File: config.mk
export PLATFORM = sky130hd
export DESIGN_NAME = add_loa_pipe
export DESIGN_NICKNAME = d
export VERILOG_FILES = /design/src/rtl/add_loa_pipe.sv
export SDC_FILE = /design/constraint.sdc
export NUM_CORES = 1
export LEC_CHECK = 0
export ABC_AREA = 0
export BUFFER_PORTS_ARGS = -buffer_cell sky130_fd_sc_hd__buf_2
export CAP_MARGIN = 30
export CORE_MARGIN = 2
export CORE_UTILIZATION = 50
export CTS_CLUSTER_SIZE = 40
export DETAILED_ROUTE_END_ITERATION = 6
export PLACE_DENSITY = 0.73
export SKIP_LAST_GASP = 1
export SYNTH_ARGS = -nofsm -noshare
export SYNTH_HDL_FRONTEND = slang
export SYNTH_SLANG_ARGS = --single-unit
File: constraint.sdc
create_clock -name clk -period 3.9 [get_ports clk]
set_input_delay 0.78 -clock clk [delete_from_list [all_inputs] [get_ports clk]]
set_output_delay 0.78 -clock clk [all_outputs]
set_load 0.01 [all_outputs]
File: src/rtl/add_loa_pipe.sv
// add_loa_pipe: two-stage pipelined lower-part-OR approximate adder.
// Each transaction selects the exact or the approximate sum. A built-in
// monitor reports |exact - approx| per result and keeps error statistics.
//
// Handshake: a transfer happens on a rising edge where valid and ready are
// both high. in_ready never depends on in_valid. out_valid, O and O_err stay
// stable while out_valid is high and out_ready is low.
module add_loa_pipe #(
  parameter int WIDTH       = 8,
  parameter int APPROX_BITS = 4,
  parameter int CNT_W       = 16,
  parameter int ACC_W       = 24
) (
  input  logic             clk,
  input  logic             rst,
  input  logic             in_valid,
  output logic             in_ready,
  input  logic [WIDTH-1:0] A,
  input  logic [WIDTH-1:0] B,
  input  logic             exact_mode,
  output logic             out_valid,
  input  logic             out_ready,
  output logic [WIDTH:0]   O,
  output logic [WIDTH:0]   O_err,
  input  logic             stat_clr,
  output logic [CNT_W-1:0] stat_count,
  output logic [ACC_W-1:0] stat_sum,
  output logic [WIDTH:0]   stat_max
);

  localparam int OW = WIDTH + 1;

  // Stage 1: operands and mode
  logic             s1_valid_q;
  logic [WIDTH-1:0] s1_a_q;
  logic [WIDTH-1:0] s1_b_q;
  logic             s1_mode_q;

  // Stage 2: result, error and valid
  logic             s2_valid_q;
  logic [OW-1:0]    s2_o_q;
  logic [OW-1:0]    s2_err_q;

  // Statistics
  logic [CNT_W-1:0] cnt_q, cnt_d;
  logic [ACC_W-1:0] sum_q, sum_d;
  logic [OW-1:0]    max_q, max_d;

  // Combinational results computed from stage 1
  logic [OW-1:0]    a_ext, b_ext;
  logic [OW-1:0]    exact_sum;
  logic [OW-1:0]    approx_low;
  logic [OW-1:0]    hi_sum;
  logic [OW-1:0]    approx_sum;
  logic [OW-1:0]    abs_diff;
  logic             cin;
  logic [OW-1:0]    o_d;
  logic [OW-1:0]    err_d;

  logic             adv;
  logic             complete;
  logic [ACC_W:0]   sum_ext;

  // A stalled output stage freezes the whole pipe, so bubbles are never squeezed out.
  assign adv      = !s2_valid_q || out_ready;
  assign in_ready = adv;
  assign complete = s2_valid_q && out_ready;

  assign out_valid  = s2_valid_q;
  assign O          = s2_o_q;
  assign O_err      = s2_err_q;
  assign stat_count = cnt_q;
  assign stat_sum   = sum_q;
  assign stat_max   = max_q;

  // Exact and lower-part-OR sums plus their absolute difference.
  always_comb begin
    a_ext      = {1'b0, s1_a_q};
    b_ext      = {1'b0, s1_b_q};
    exact_sum  = a_ext + b_ext;
    approx_low = '0;
    cin        = 1'b0;
    for (int i = 0; i < WIDTH; i++) begin
      if (i < APPROX_BITS) approx_low[i] = s1_a_q[i] | s1_b_q[i];
      // Carry into the exact upper part is the AND of the top OR'd bit pair.
      if (i == APPROX_BITS - 1) cin = s1_a_q[i] & s1_b_q[i];
    end
    // Upper part fits in WIDTH-APPROX_BITS+1 bits, so shifting back up loses nothing.
    hi_sum     = (a_ext >> APPROX_BITS) + (b_ext >> APPROX_BITS) + OW'(cin);
    approx_sum = (hi_sum << APPROX_BITS) | approx_low;
    abs_diff   = (exact_sum >= approx_sum) ? (exact_sum - approx_sum)
                                           : (approx_sum - exact_sum);
    if (s1_mode_q) begin
      o_d   = exact_sum;
      err_d = '0;
    end else begin
      o_d   = approx_sum;
      err_d = abs_diff;
    end
  end

  // Both stages shift together on adv; reset drops anything in flight.
  always_ff @(posedge clk) begin
    if (rst) begin
      s1_valid_q <= 1'b0;
      s1_a_q     <= '0;
      s1_b_q     <= '0;
      s1_mode_q  <= 1'b0;
      s2_valid_q <= 1'b0;
      s2_o_q     <= '0;
      s2_err_q   <= '0;
    end else if (adv) begin
      s1_valid_q <= in_valid;
      s1_a_q     <= A;
      s1_b_q     <= B;
      s1_mode_q  <= exact_mode;
      s2_valid_q <= s1_valid_q;
      s2_o_q     <= o_d;
      s2_err_q   <= err_d;
    end
  end

  // Next statistics: saturating count and sum, running maximum; clear wins over completion.
  always_comb begin
    cnt_d   = cnt_q;
    sum_d   = sum_q;
    max_d   = max_q;
    sum_ext = {1'b0, sum_q} + {1'b0, ACC_W'(s2_err_q)};
    if (stat_clr) begin
      cnt_d = '0;
      sum_d = '0;
      max_d = '0;
    end else if (complete) begin
      if (!(&cnt_q)) cnt_d = cnt_q + 1'b1;
      sum_d = sum_ext[ACC_W] ? '1 : sum_ext[ACC_W-1:0];
      if (s2_err_q > max_q) max_d = s2_err_q;
    end
  end

  // Statistics registers.
  always_ff @(posedge clk) begin
    if (rst) begin
      cnt_q <= '0;
      sum_q <= '0;
      max_q <= '0;
    end else begin
      cnt_q <= cnt_d;
      sum_q <= sum_d;
      max_q <= max_d;
    end
  end

endmodule

Yosys cells after proc, flatten, opt, wreduce, memory -nomap -nowiden
Index checks and enable logic that the tools add are counted.

Register bits: 86. Input bits: 22. Output and inout bits: 69. Logic and storage cells: 37.

Add/subtract/negate cells: 7. Magnitude comparators: 2. Muxes and demuxes: 4. Bitwise logic cells: 7. Reductions and logical operators: 7.

Operators by type and width (count): 9-bit two-way mux (3); 24-bit by 9-bit adder with 25-bit output (1); 24-bit two-way mux (1); 9-bit subtractor (2); 16-bit by 1-bit adder with 16-bit output (second input constant) (1); 16-bit AND reduction (1); 8-bit by 8-bit adder with 9-bit output (1); 9-bit >= comparator (1); 9-bit greater-than comparator (1); 9-bit by 4-bit bitwise OR with 9-bit output (1); 4-bit by 4-bit adder with 5-bit output (1); 5-bit by 1-bit adder with 5-bit output (1); 1-bit bitwise OR (4); 2-bit AND reduction (2); 2-bit OR reduction (1); 1-bit bitwise AND (1); 1-bit logical AND (1); 1-bit zero test (1); 1-bit logical OR (1); 1-bit NOT (1).

Logic depth before layout (Yosys ltp)
Depth in word-level cells: 6. Mapped depth: 16. Depth with buffers taken out: 16.

Worst setup path before layout
OpenSTA, ideal clock, no wires.

Path type: register -> register. From: register s1_a_q[0]. To: register s2_err_q[2] (netlist: O_err[2]). Setup time: 117 ps. Arrival: 3421 ps. Required time: 3783 ps. Slack: 362 ps. Cell stages (with the launch flop): 17. Path buffers: 0. Clock period less this slack: 3538 ps. Path through: dfxtp_1 > ha_1 > fa_1 > a21o_1 > a21oi_1 > o21bai_1 > a21oi_1 > xor2_1 > inv_1 > ha_1 > nand2_1 > o21ai_0 > o21ai_1 > o21ai_2 > mux2i_1 > xnor2_1 > a22o_1.

Cells in the longest elaborated chain, start to end: 5. Elaborated cells on any way between the ends: 8. Classes of those cells: add/sub (3); order compare (1); mux (2); bitwise (2).

Ends and longest elaborated chain: start, declared (line 35) `logic [WIDTH-1:0] s1_a_q;`; start signal, assigned (line 106) `s1_a_q <= '0;`; start signal, assigned (line 114) `s1_a_q <= A;`; branches (longest 3 deep; another with 8-bit by 8-bit adder with 9-bit output); 9-bit two-way mux * (line 91) `abs_diff = (exact_sum >= approx_sum) ? (exact_sum - approx_sum)`; 9-bit two-way mux * (line 93) `if (s1_mode_q) begin`; end signal, assigned (line 119) `s2_err_q <= err_d;`; end, declared (line 42) `logic [OW-1:0] s2_err_q;`.

Mark *: on every way between the ends. A chain may end at the register's enable or synchronous reset.

Worst setup path after layout
Ends and elaborated chain as after synthesis.

==> flow_summary.json <==
{
  "synth_simple_gate_area_frac": 0.1953,
  "dp_hpwl_um": 8626,
  "fin_cells": 863,
  "ys_top_cells_by_count": "dfxtp_1 (86), nand2_1 (82), a21oi_1 (62)",
  "worstSetupStartpoint": "s1_a_q[0]",
  "dieArea_um2": 11100,
  "die_w_um": 105.4,
  "grt_pass1_wl_um": 19860,
  "min_from": "O[1]",
  "utilization": 0.5910,
  "max-clock-path-buffers": 2,
  "max_freq_mhz": 270.5,
  "final.setup_skew_ns": 0.01758,
  "worst_ep_arrival_time_ns": 3.95,
  "final_layout_size_suffix_gt1_frac": 0.1884,
  "switchingPower_mw": 0.8351,
  "drt_wl_total_um": 11530,
  "cts_tree": "done",
  "gp_congestion": 0.8798,
  "cts_buffers": 9,
  "p_leak_nw": 2.729,
  "synthCells": 638,
  "remaining_drc_errors": 0,
  "reg2reg_from": "s1_a_q[0]",
  "clockRootBuffer": "clkbuf_8",
  "power_mw": 2.524,
  "tightest_slew_ns": 1.038,
  "hold_viol": 0,
  "clkPwrFrac": 0.312,
  "crit_required_ns": 4.16,
  "core_area_um2": 10140,
  "slew_viol_final": 0,
  "status": "complete, no violations",
  "cts_hold_buf": 0,
  "die_h_um": 105.4,
  "fillers": 952,
  "power_switching_share": 0.3309,
  "combinationalPowerShare": 0.290,
  "cp-start-kind": "flip-flop",
  "synth_top_area_share": 0.3350,
  "synth_cell_types": 59,
  "grt_max_degree": 35,
  "port_buffers": 90,
  "setup_viol": 0,
  "syn-cell-area_um2": 5139,
  "synth_most_common_cell": "dfxtp_1",
  "ys.flop_type": "dfxtp_1",
  "pin_count": 91,
  "first_pass_iters": 7,
  "drtAntennaViolNets": 0,
  "yosys_warnings": 0,
  "rrSetupSlack_ns": 0.20,
  "grt_usage": 0.2146,
  "wire_per_inst_um": 13.36,
  "p_per_area_nw_per_um2": 421.2,
  "synth.avg_cell_area_um2": 8.054,
  "synth_edf_count": 0,
  "async_flop_share": 0,
  "synthMuxAreaShare": 0.01972,
  "peakVddDrop_uv": 244.5,
  "relSlewSlack": 0.3035,
  "setup_slack_ns": 0.2034,
  "synthXorXnorAreaFrac": 0.06136,
  "synth_top_family_by_area": "compound AO/OA/AOI/OAI gates",
  "diodes": 0,
  "overflow": 0,
  "yosys.area.top_type": "dfxtp_1",
  "end_kind": "flip-flop",
  "min_path_type": "flip-flop to flip-flop",
  "clock_latency_ns": 0.37,
  "critical_path.max_fanout": 7,
  "clk_pin_slew_ns": 0.09,
  "vias": 4631,
  "power_frac_seq": 0.397,
  "start_util": 0.5068,
  "cap_violations": 0,
  "ys_top_cells_by_area": "dfxtp_1 (34%), ha_1 (11%), a21oi_1 (6.0%), nand2_1 (6.0%), nor2_1 (4.0%)",
  "rows": 37,
  "synth_adder_area_share": 0.1315,
  "pre_cts_slack_ns": 0.03280,
  "place_inst": 844,
  "period_share": 0.9479,
  "num-nets-final": 795,
  "clock_sinks": 86,
  "fin_tns_setup_ns": 0,
  "drt_iter0_markers": 251,
  "synth-seq-cells": 86,
  "fin_crit_ns": 3.697,
  "synth-seq-area-share": 0.3350,
  "first_global_vias": 4324,
  "viasPerCell": 5.366,
  "internal_power_mw": 1.689,
  "htreeDepth": 3,
  "syn-num-nets": 711,
  "antenna_found_initial": 0,
  "crit_type": "flip-flop to flip-flop",
  "area_growth_pct": 16.61,
  "synth-compound-area-share": 0.2045
}
cells by family (layout without fill, tap and decap cells):
kind of cell	count (synthesis)	after routing
DFF	86	86
xor gates and xnor gates	36	36
adders and majority gates	51	51
AOI/OAI and AO/OA	168	168
and+or+nand+nor	216	216
buffers and inverters	71	160
muxes	10	10
area by class of cell:
| cell class | instances | area (um^2) | share of cell area |
|---|---|---|---|
| multi-input cells | 481 | 3169 | 0.5289 |
| flip-flops and latches | 86 | 1722 | 0.2873 |
| inverters | 47 | 176.4 | 0.02944 |
| clock inverters | 7 | 127.6 | 0.02130 |
| clock buffers | 9 | 123.9 | 0.02067 |
| well taps | 136 | 170.2 | 0.02840 |
| repair buffers | 97 | 503.0 | 0.08394 |
per-stage QoR:
stage	area [um^2]	hold WS [ns]
4_1_cts	5949	0.4588
5_1_grt	5992	0.4824
3_3_place_gp	5698	0.4408
3_5_place_dp	5698	0.4427
6_report	5992	0.4571
2_1_floorplan	5139	0.4322
per-layer routing:
layer  vias to the layer above  part of all wire  global-route usage
met5                         -                 0                   0
met4                         0             0.015             0.07524
met3                        15             0.044             0.03278
met2                       124              0.47              0.3604
met1                      2128              0.47              0.2799
li1                       2364                 -                   -
final timing paths:
check,to,cells past startpoint
hold reg to reg,O[1],2
setup / recovery,O_err[2],17
setup reg to reg,O_err[2],17
hold / removal,O[1],2
placed cells by master, fill, tap and decap left out, types with 3 or more instances in the layout:
| master | synthesis | routed |
|---|---|---|
| nor3_1 | 13 | 13 |
| xor2_1 | 23 | 22 |
| o21ai_0 | 35 | 35 |
| nand4_1 | 10 | 10 |
| nor2_1 | 55 | 55 |
| and3_1 | 9 | 9 |
| clkbuf_8 | 0 | 9 |
| nor2b_1 | 6 | 5 |
| a31oi_1 | 8 | 8 |
| buf_4 | 0 | 7 |
| o21a_1 | 5 | 5 |
| buf_2 | 3 | 90 |
| a21o_1 | 15 | 15 |
| inv_1 | 46 | 46 |
| or3_1 | 5 | 5 |
| dfxtp_1 | 86 | 86 |
| mux2i_1 | 9 | 9 |
| ha_1 | 46 | 45 |
| o21bai_1 | 5 | 5 |
| and2_1 | 3 | 3 |
| a21oi_1 | 62 | 60 |
| bufinv_16 | 0 | 3 |
| o21ai_1 | 10 | 10 |
| a211oi_1 | 8 | 8 |
| nand2_1 | 82 | 82 |
| xnor2_1 | 13 | 13 |
| fa_1 | 5 | 4 |
| nand3_1 | 15 | 15 |
critical path, stage by stage (launching register included):
cell and delay (ns):
dfxtp_1 0.34, ha_1 0.28, fa_2 0.38, a21o_1 0.18
a21oi_2 0.17, o21bai_1 0.10, a21oi_2 0.23, xor2_2 0.20
inv_1 0.07, ha_2 0.38, nand4_1 0.14, o21bai_1 0.19
a21oi_1 0.15, o21ai_2 0.09, buf_4 0.20, mux2i_1 0.23
xnor2_1 0.08, a22o_1 0.19
timing repair:
item                       in CTS  in global routing
gates resized for setup         0                  5
setup buffers                   0                  3
setup endpoints to repair       0                  8
power groups by stage:
| stage | Clock, mW | Sequential (mW) | Combinational [mW] |
|---|---|---|---|
| 4_1_cts | 0.804 | 1.00 | 0.721 |
| 2_1_floorplan | 0 | 1.01 | 0.540 |
| 5_1_grt | 0.842 | 1.01 | 0.830 |
| 3_3_place_gp | 0 | 1.02 | 0.691 |
| 3_5_place_dp | 0 | 1.02 | 0.719 |
| 6_report | 0.788 | 1.00 | 0.733 |
flip-flops by register name, summed over array words and instances (netlist names):
register and cells:
stat_sum 24, stat_max 9, out_valid 1, stat_count 16, O_err 9, s1_valid_q 1, s1_mode_q 1, s1_b_q 8
O 9, s1_a_q 8
Note: power is estimated with default switching activity, not from simulation.
